### src/rtl/vmc_change_sequencer.sv
// Coin-change payout sequencer: greedy 10/5/2/1 Rs hopper selection over an eject/ack handshake.
// Optional ack-timeout jam detection is compiled in with `define VMC_ACK_TIMEOUT_EN.
module vmc_change_sequencer #(
  parameter int AMT_W       = 6,
  parameter int CNT_W       = 8,
  parameter int INIT_CNT    = 20,
  parameter int ACK_TIMEOUT = 255
) (
  input  logic             clk,
  input  logic             rst,
  input  logic             start,
  input  logic [AMT_W-1:0] amount,
  input  logic             refill,
  input  logic             eject_ack,
  output logic [3:0]       eject,
  output logic             busy,
  output logic             done,
  output logic             short,
  output logic [AMT_W-1:0] remaining,
  output logic [3:0]       empty,
  output logic             fault
);

  typedef enum logic [1:0] {
    IDLE,
    SELECT,
    EJECT,
    DONE
  } state_t;

  // Hopper index 3..0 maps to 10, 5, 2, 1 Rs, matching the eject/empty bit order.
  function automatic logic [AMT_W-1:0] den(input logic [1:0] idx);
    case (idx)
      2'd3:    den = AMT_W'(10);
      2'd2:    den = AMT_W'(5);
      2'd1:    den = AMT_W'(2);
      default: den = AMT_W'(1);
    endcase
  endfunction

  state_t           state, state_n;
  logic [1:0]       sel, sel_n;
  logic [CNT_W-1:0] cnt   [4];
  logic [CNT_W-1:0] cnt_n [4];
  logic [AMT_W-1:0] rem_n;
  logic [3:0]       eject_n;
  logic [3:0]       empty_n;
  logic             short_n;
  logic             fault_n;
  logic             found;
  logic [1:0]       pick;

`ifdef VMC_ACK_TIMEOUT_EN
  localparam int TMR_W = $clog2(ACK_TIMEOUT + 1);
  logic [TMR_W-1:0] tmr;
  logic             timeout;

  assign timeout = (tmr == TMR_W'(ACK_TIMEOUT - 1));

  // Counts completed EJECT cycles; restarts whenever the FSM is elsewhere.
  always_ff @(posedge clk or posedge rst) begin
    if (rst) begin
      tmr <= '0;
    end else if (state != EJECT) begin
      tmr <= '0;
    end else if (!timeout) begin
      tmr <= tmr + TMR_W'(1);
    end
  end
`endif

  always_comb begin
    // NOTE: every variable gets a default before any branch, so no path can leave one unassigned and infer a latch.
    state_n = state;
    sel_n   = sel;
    cnt_n   = cnt;
    rem_n   = remaining;
    eject_n = eject;
    short_n = short;
    fault_n = fault;
    found   = 1'b0;
    pick    = 2'd0;

    // Ascending scan: the last eligible hopper seen is the largest denomination.
    for (int i = 0; i < 4; i++) begin
      if (cnt[i] != '0 && den(2'(i)) <= remaining) begin
        found = 1'b1;
        pick  = 2'(i);
      end
    end

    unique case (state)
      IDLE: begin
        if (refill) begin
          for (int i = 0; i < 4; i++) cnt_n[i] = CNT_W'(INIT_CNT);
          fault_n = 1'b0;
        end
        if (start) begin
          rem_n   = amount;
          short_n = 1'b0;
          state_n = SELECT;
        end
      end
      SELECT: begin
        if (remaining == '0) begin
          short_n = 1'b0;
          state_n = DONE;
        end else if (found) begin
          sel_n   = pick;
          eject_n = 4'b0001 << pick;
          state_n = EJECT;
        end else begin
          short_n = 1'b1;
          state_n = DONE;
        end
      end
      EJECT: begin
        if (eject_ack) begin
          rem_n      = remaining - den(sel);
          cnt_n[sel] = cnt[sel] - CNT_W'(1);
          eject_n    = 4'b0000;
          state_n    = SELECT;
        end
`ifdef VMC_ACK_TIMEOUT_EN
        else if (timeout) begin
          // A jammed hopper is written off so the retry falls back to smaller coins.
          cnt_n[sel] = '0;
          eject_n    = 4'b0000;
          fault_n    = 1'b1;
          state_n    = SELECT;
        end
`endif
      end
      DONE: begin
        state_n = IDLE;
      end
      default: begin
        state_n = IDLE;
      end
    endcase

    for (int i = 0; i < 4; i++) empty_n[i] = (cnt_n[i] == '0);
  end

  always_ff @(posedge clk or posedge rst) begin
    if (rst) begin
      state     <= IDLE;
      sel       <= 2'd0;
      // NOTE: the four counters are live state, not storage, so they are reset like any other register.
      for (int i = 0; i < 4; i++) cnt[i] <= CNT_W'(INIT_CNT);
      remaining <= '0;
      eject     <= 4'b0000;
      busy      <= 1'b0;
      done      <= 1'b0;
      short     <= 1'b0;
      empty     <= 4'b0000;
    end else begin
      // NOTE: sequential state uses non-blocking assignments so every register samples pre-edge values.
      state     <= state_n;
      sel       <= sel_n;
      cnt       <= cnt_n;
      remaining <= rem_n;
      eject     <= eject_n;
      busy      <= (state_n != IDLE);
      done      <= (state_n == DONE);
      short     <= short_n;
      empty     <= empty_n;
    end
  end

`ifdef VMC_ACK_TIMEOUT_EN
  always_ff @(posedge clk or posedge rst) begin
    if (rst) fault <= 1'b0;
    else     fault <= fault_n;
  end
`else
  assign fault = 1'b0;
`endif

endmodule
### config.mk
export PLATFORM = sky130hd
export DESIGN_NAME = vmc_change_sequencer
export DESIGN_NICKNAME = d
export VERILOG_FILES = /design/src/rtl/vmc_change_sequencer.sv
export SDC_FILE = /design/constraint.sdc
export NUM_CORES = 1
export LEC_CHECK = 0
export CAP_MARGIN = 20
export CORE_UTILIZATION = 35
export CTS_CLUSTER_SIZE = 40
export DETAILED_ROUTE_END_ITERATION = 8
export PLACE_DENSITY = 0.6
export SLEW_MARGIN = 20
export SYNTH_ARGS = -nofsm -noshare
export SYNTH_HDL_FRONTEND = slang
export SYNTH_SLANG_ARGS = --single-unit
### constraint.sdc
create_clock -name clk -period 4.17 [get_ports clk]
set_clock_uncertainty 0.05 [all_clocks]
set_input_delay 0.834 -clock clk [delete_from_list [all_inputs] [get_ports clk]]
set_output_delay 0.834 -clock clk [all_outputs]
set_load 0.02 [all_outputs]
==> results.md, run 1 <==
* Clock sink total at 53
* Post-CTS Setup Inserts at 0
* Yosys warns at 0
* Pre-antenna DRT Iters at 5
* RSZ-0062 raised after global routing: false
* Vias in the first global route at between 2k and 3k
* Initial core utilization at a little over a third
* Clock root buffer: clkbuf_8
* R2r setup slk at 0.76 ns
* Crit Reg-Reg Endpoint: empty[3]
* Final hold viol count at 0
* First-pass GRT wire length at approximately 14 mm
* Sequential fraction of the synthesis area at 43.0%
* Slew HR at between 30% and 40%
* Peak fanout along the critical path at 7
* Final Slew Violations at 0
* Tcrit/Tclk final at approximately 82%
* Initial antenna violation count at 0
* Worst Path Arrival at ~3.6 ns
* Worst slew pin tran at between 0.9 and 1 ns
* Clock Latency Late Sink at between 0.3 and 0.4 ns
* Fin nets at roughly 370
* Clock transition at path regs at ~0.11 ns
* Initial drt markers at 190
* Final ANT Viol Nets at 0
* Post-synth ARST share at 100%
* Wirelength per Cell at 18.4 µm
* IO Count at 29
* Detailed placement HPWL at 6.37 mm
* Clock tree buffer depth at 2
* WHS at about 0.47 ns
* Cell taking the most area after synthesis: dfrtp_1
* Area growth, synth to finish at 14.4%
* Status: finished, final reports clean
* Dpl cells at about 450
* Port Buf Inserts at 27
* Hold path depth at 1
* Critical path class: flip-flop to flip-flop
* Worst Hold Class: flip-flop to flip-flop
* Fmax at approximately 290 MHz
* Largest cells by area after synthesis: dfrtp_1, dfstp_2, o21ai_0
* Most frequent cell after synthesis: dfrtp_1
* Syn Nets at 348
* Required @ worst endpoint at between 4 and 5 ns
* Post-Route WL at approximately 8.5 mm
* Crit path time final at about 3.4 ns
* Via Count at 2,684
* Synth cell count leaders: dfrtp_1, nand2_1, o21ai_0, nor2_1, a21oi_1
* Mapped cell area at 3110 µm²
* R2R depth at 9
* Post-layout instance area at around 3600 µm²
* Syn avg cell area at between 9 and 10 µm²
* P_leak at 1.42 nW
* Max Cap Viol at 0
* Hold buffer count at CTS at 0
* Post-Layout Cell Count at about 460
* All-layer global routing usage at between 20% and 30%
* Core Footprint at ~8700 µm²
* Reg-to-reg startpoint: sel[0]
* Routed vias/inst at 5.82
* Mapped Cells at approximately 330
* Number of CTS-inserted buffers at 5
* Antenna Diode Count at 0
* Gates resized, CTS repair at 0
* Ys flop type: dfrtp_1
* CTS tree: yes
* Die Y at between 90 and 100 µm
* Synth unique cells at roughly 60
* Hold worst-path end: eject[1]
* PwrDens at about 660 nW/µm²
* Cell area after placement at 3460 µm²
* CTS H-tree lvls at 2
* CP Launch Type: flip-flop
* EDFF count, synth at 0
* Die X at 96.3 µm
* Setup TNS at 0 ns
* DRC at 0
* Seq cells post-synth at 53
* CP endpoint kind: flip-flop
* Maximum VDD drop at between 200 and 300 µV
* HP Start: eject[1]
* Final Setup Violations at 0
* Share of layout cells above drive strength 1 at about an eighth
* Largest net degree at the start of global routing at 41
* Die area at between 9000 and 10,000 µm²
* Final GP Congestion at between 0.8 and 0.9
* Yosys top cell area share at 36.2%
* Residual overflow from global routing at 0
* Row count at 34
## layout make-up
cell class	count	area, µm²
tap	108	135
fill	890	5120
inverter	13	48.8
clock inverter	3	25.0
timing repair buffer	30	293
clock buffer	5	68.8
multi-input combinational	249	1650
sequential	53	1340
## metal layers
layer	vias to the layer above	part of all wire [%]	wire length, µm	GRT usage (%)
met5	-	0	0	0
met4	0	2.4	201	6.84
met3	15	5.3	450	3.24
met2	81	47	4010	32.3
met1	1327	45	3830	27.3
li1	1261	-	-	-
## sequential cells by signal (all words and copies together), names as in the netlist, 2 cells and up
signal / cells
remaining: 6
cnt: 32
state: 2
eject: 4
empty: 4
sel: 2
## how the worst max path moves through the flow
stage	start	endpoint	slack (ns)	cells past startpoint
2_1_floorplan	sel[0]	empty[3]	1.18	11
3_3_place_gp	sel[0]	empty[1]	1.00	9
3_5_place_dp	sel[0]	empty[3]	0.86	9
4_1_cts	sel[0]	empty[3]	0.79	9
5_1_grt	sel[0]	empty[3]	0.62	9
6_report	sel[0]	empty[3]	0.76	9
## worst max-delay path, cell delays in order (launching register included)
cell,delay [ns]
dfrtp_1,0.46
mux4_2,0.60
inv_1,0.09
ha_1,0.32
inv_1,0.20
nor4_1,0.51
or2_2,0.22
nor3_1,0.06
o41ai_1,0.61
a211oi_1,0.16
## layout by cell type, fill, tap and decap left out, types with 3 or more instances in the layout
| cell type | n |
|---|---|
| o21ai_0 | 33 |
| a211oi_1 | 3 |
| nand2_1 | 37 |
| nor2_1 | 28 |
| dfrtp_1 | 45 |
| buf_4 | 3 |
| nor2b_1 | 6 |
| a31oi_1 | 3 |
| nand2b_1 | 6 |
| a22o_1 | 4 |
| xnor2_1 | 3 |
| dfstp_2 | 8 |
| o41ai_1 | 3 |
| nor4_1 | 9 |
| ha_1 | 5 |
| clkdlybuf4s50_1 | 27 |
| o22a_1 | 3 |
| clkbuf_8 | 5 |
| nand3_1 | 8 |
| mux4_1 | 3 |
| mux4_2 | 5 |
| a21oi_1 | 23 |
| inv_1 | 12 |
| or2_2 | 3 |
| nor3_1 | 8 |
| or3_1 | 5 |
| o31ai_1 | 3 |
| a21o_1 | 4 |
| mux2_2 | 8 |
## stage by stage
stage / power [mW] / setup slack, ns / utilization [%]
floorplan: 1.67 / 1.18 / -
global placement: 2.01 / 1.00 / 39.9
detailed placement: 2.03 / 0.855 / 39.9
CTS: 2.34 / 0.792 / 41.0
global route: 2.53 / 0.615 / 41.0
finish: 2.34 / 0.763 / 41.0
## report_power, final
group | switching [mW] | internal, mW
Clock | 0.182 | 0.122
Combinational | 0.716 | 0.492
Sequential | 0.182 | 0.651
Total | 1.08 | 1.26
## cell families (layout without fill, tap and decap cells)
logic type               after synthesis  count (layout)  synth area share (%)
AO/OA/AOI/OAI                         97              97                  19.9
XOR/XNOR                               4               4                  1.13
adder cells (fa/ha/maj)                6               6                  2.66
buffers and inverters                 29              51                  3.90
flip-flops                            53              53                  43.0
multiplexers                          16              16                  9.05
other                                  1               1                 0.121
AND/OR/NAND/NOR                      125             125                  20.2
No activity file was read; power rests on OpenSTA's default activity.
==> run 2: changes to the inputs <==
==> constraint.sdc (replaced) <==
create_clock -name clk -period 3.25 [get_ports clk]
set_clock_uncertainty 0.05 [all_clocks]
set_input_delay 0.65 -clock clk [delete_from_list [all_inputs] [get_ports clk]]
set_output_delay 0.65 -clock clk [all_outputs]
set_load 0.02 [all_outputs]
==> results.md, run 2 (synthesis gave the netlist of run 1 again) <==
* DRC at 0 (unchanged)
* Most common cell after layout, fill and taps aside: dfrtp_1
* Die X at 96.3 µm (unchanged)
* CP Launch Type: flip-flop
* Pre-antenna DRT Iters at 5 (unchanged)
* Commonest non-fill, non-tap cells in the layout: dfrtp_1, nand2_1, o21ai_0, nor2_1, clkdlybuf4s50_1
* Dpl cells at 456 (+0.66%)
* Initial core utilization at 35.8% (unchanged)
* Final Slew Violations at 0 (unchanged)
* CP endpoint kind: flip-flop
* Initial antenna violation count at 0 (unchanged)
* Cell area after placement at 3490 µm² (+0.65%)
* Clock transition at path regs at 0.10 ns (about the same)
* Post-layout instance area at 3600 µm² (+1.1%)
* Hold path depth at 1 (unchanged)
* Worst slew pin tran at 0.934 ns (-0.00650 ns)
* Clock Latency Late Sink at 0.30 ns (-0.02 ns)
* Post-Route WL at 8.69 mm (+2.4%)
* Core Footprint at 8680 µm² (unchanged)
* Biggest regs: cnt x32, remaining x6
* Worst Hold Class: flip-flop to flip-flop
* Number of CTS-inserted buffers at 5 (unchanged)
* Antenna Diode Count at 0 (unchanged)
* Maximum VDD drop at 459 µV (+55%)
* Clock root buffer: clkbuf_8
* Max Cap Viol at 0 (unchanged)
* Peak fanout along the critical path at 7 (unchanged)
* Setup TNS at 0 ns (unchanged)
* Share of layout cells above drive strength 1 at 13.5% (+1.6 points)
* Slew HR at 37.6% (+0.34 points)
* All-layer global routing usage at 20.5% (+0.41 points)
* Fin nets at 372 (+0.81%)
* R2R depth at 9 (unchanged)
* Area growth, synth to finish at 15.7%
* CTS tree: yes
* Post-Layout Cell Count at 464 (+0.65%)
* Die Y at 96.3 µm (unchanged)
* Stages on worst setup path at 9 (unchanged)
* Port Buf Inserts at 27 (unchanged)
* Fmax at 332 MHz (+13%)
* Max incr delay on CP at 0.60 ns (about the same)
* Initial drt markers at 208 (+9.5%)
* Die area at 9260 µm² (unchanged)
* P_leak at 1.45 nW (+1.5%)
* Crit-path cells: mux4_2 > inv_1 > ha_1 > inv_1 > nor4_2 > or2_2 > nor4b_1 > o41ai_2 > a211oi_1
* RSZ-0062 raised after global routing: false
* First-pass GRT wire length at 14.0 mm (+1.7%)
* Wirelength per Cell at 18.7 µm (+1.7%)
* Final Setup Violations at 0 (unchanged)
* Largest net degree at the start of global routing at 46 (+12%)
* Max reg flops at 32 (unchanged)
* Buf/Inv on CP at 2 (unchanged)
* CP dominant cell by count: inv_1
* CTS H-tree lvls at 2 (unchanged)
* Biggest register: cnt
* Tcrit/Tclk final at 92.8% (+11 points)
* Final GP Congestion at 0.915 (+4.0%)
* PwrDens at 849 nW/µm² (+29%)
* Detailed placement HPWL at 6.59 mm (+3.4%)
* Critical path class: flip-flop to flip-flop
* Vias in the first global route at 2,676 (+0.87%)
* Final hold viol count at 0 (unchanged)
* Final core utilization at 41.5% (+0.45 points)
* Via Count at 2,669 (-0.56%)
* Clock sink total at 53 (unchanged)
* CP top delay family: simple AND/OR/NAND/NOR gates
* Residual overflow from global routing at 0 (unchanged)
* Worst Path Arrival at 3.18 ns (-0.37 ns)
* Crit path time final at 3.02 ns (-0.391 ns)
* Critical path's slowest cell: mux4_2
* Clock tree buffer depth at 2 (unchanged)
* Row count at 34 (unchanged)
* Status: finished, final reports clean
* Final ANT Viol Nets at 0 (unchanged)
* IO Count at 29 (unchanged)
* Routed vias/inst at 5.75 (-1.2%)
* Required @ worst endpoint at 3.42 ns (-0.89 ns)
## run 2: final timing paths
path                           from  endpoint  slack (ns)
max in group asynchronous       rst  eject[3]        1.64
min reg2reg                eject[2]  eject[2]        0.47
min                        eject[2]  eject[2]        0.47
min in group asynchronous       rst   cnt[13]        0.81
max reg2reg                  sel[0]  empty[1]        0.23
max                          sel[0]  empty[1]        0.23
## run 2: timing repair
item / 4_1_cts / 5_1_grt
resized for setup: 0 / 3
buffers inserted: 0 / 0
setup endpoints to repair: 0 / 2
hold buffers: 0 / 0
## run 2: cell type report
| type | instances | area (µm²) |
|---|---|---|
| timing repair buffer | 33 | 315 |
| multi-input combinational | 249 | 1670 |
| sequential | 53 | 1340 |
| clock buffer | 5 | 68.8 |
| clock inverter | 3 | 21.3 |
| tap | 108 | 135 |
| inverter | 13 | 48.8 |
| fill | 900 | 5080 |
## run 2: per-layer routing
metal,vias to the layer above,wire length [µm],GRT usage (%)
met2,87,4190,33.6
met4,0,136,6.59
met1,1308,3870,26.7
met3,12,485,4.42
met5,-,0,0
li1,1262,-,-
## run 2: stage by stage
stage,total power [mW],hold slack [ns],setup WS (ns)
final,3.05,0.473,0.234
after global routing,3.29,0.508,0.0476
after CTS,3.04,0.478,0.134
after detailed placement,2.65,0.449,0.153
after global placement,2.63,0.447,0.277
after floorplan,2.14,0.414,0.256
## run 2: where the power goes
group,switching (mW),total (mW),internal [mW]
Clock,0.231,0.385,0.154
Combinational,0.942,1.61,0.663
Sequential,0.229,1.06,0.835
Total,1.40,3.05,1.65
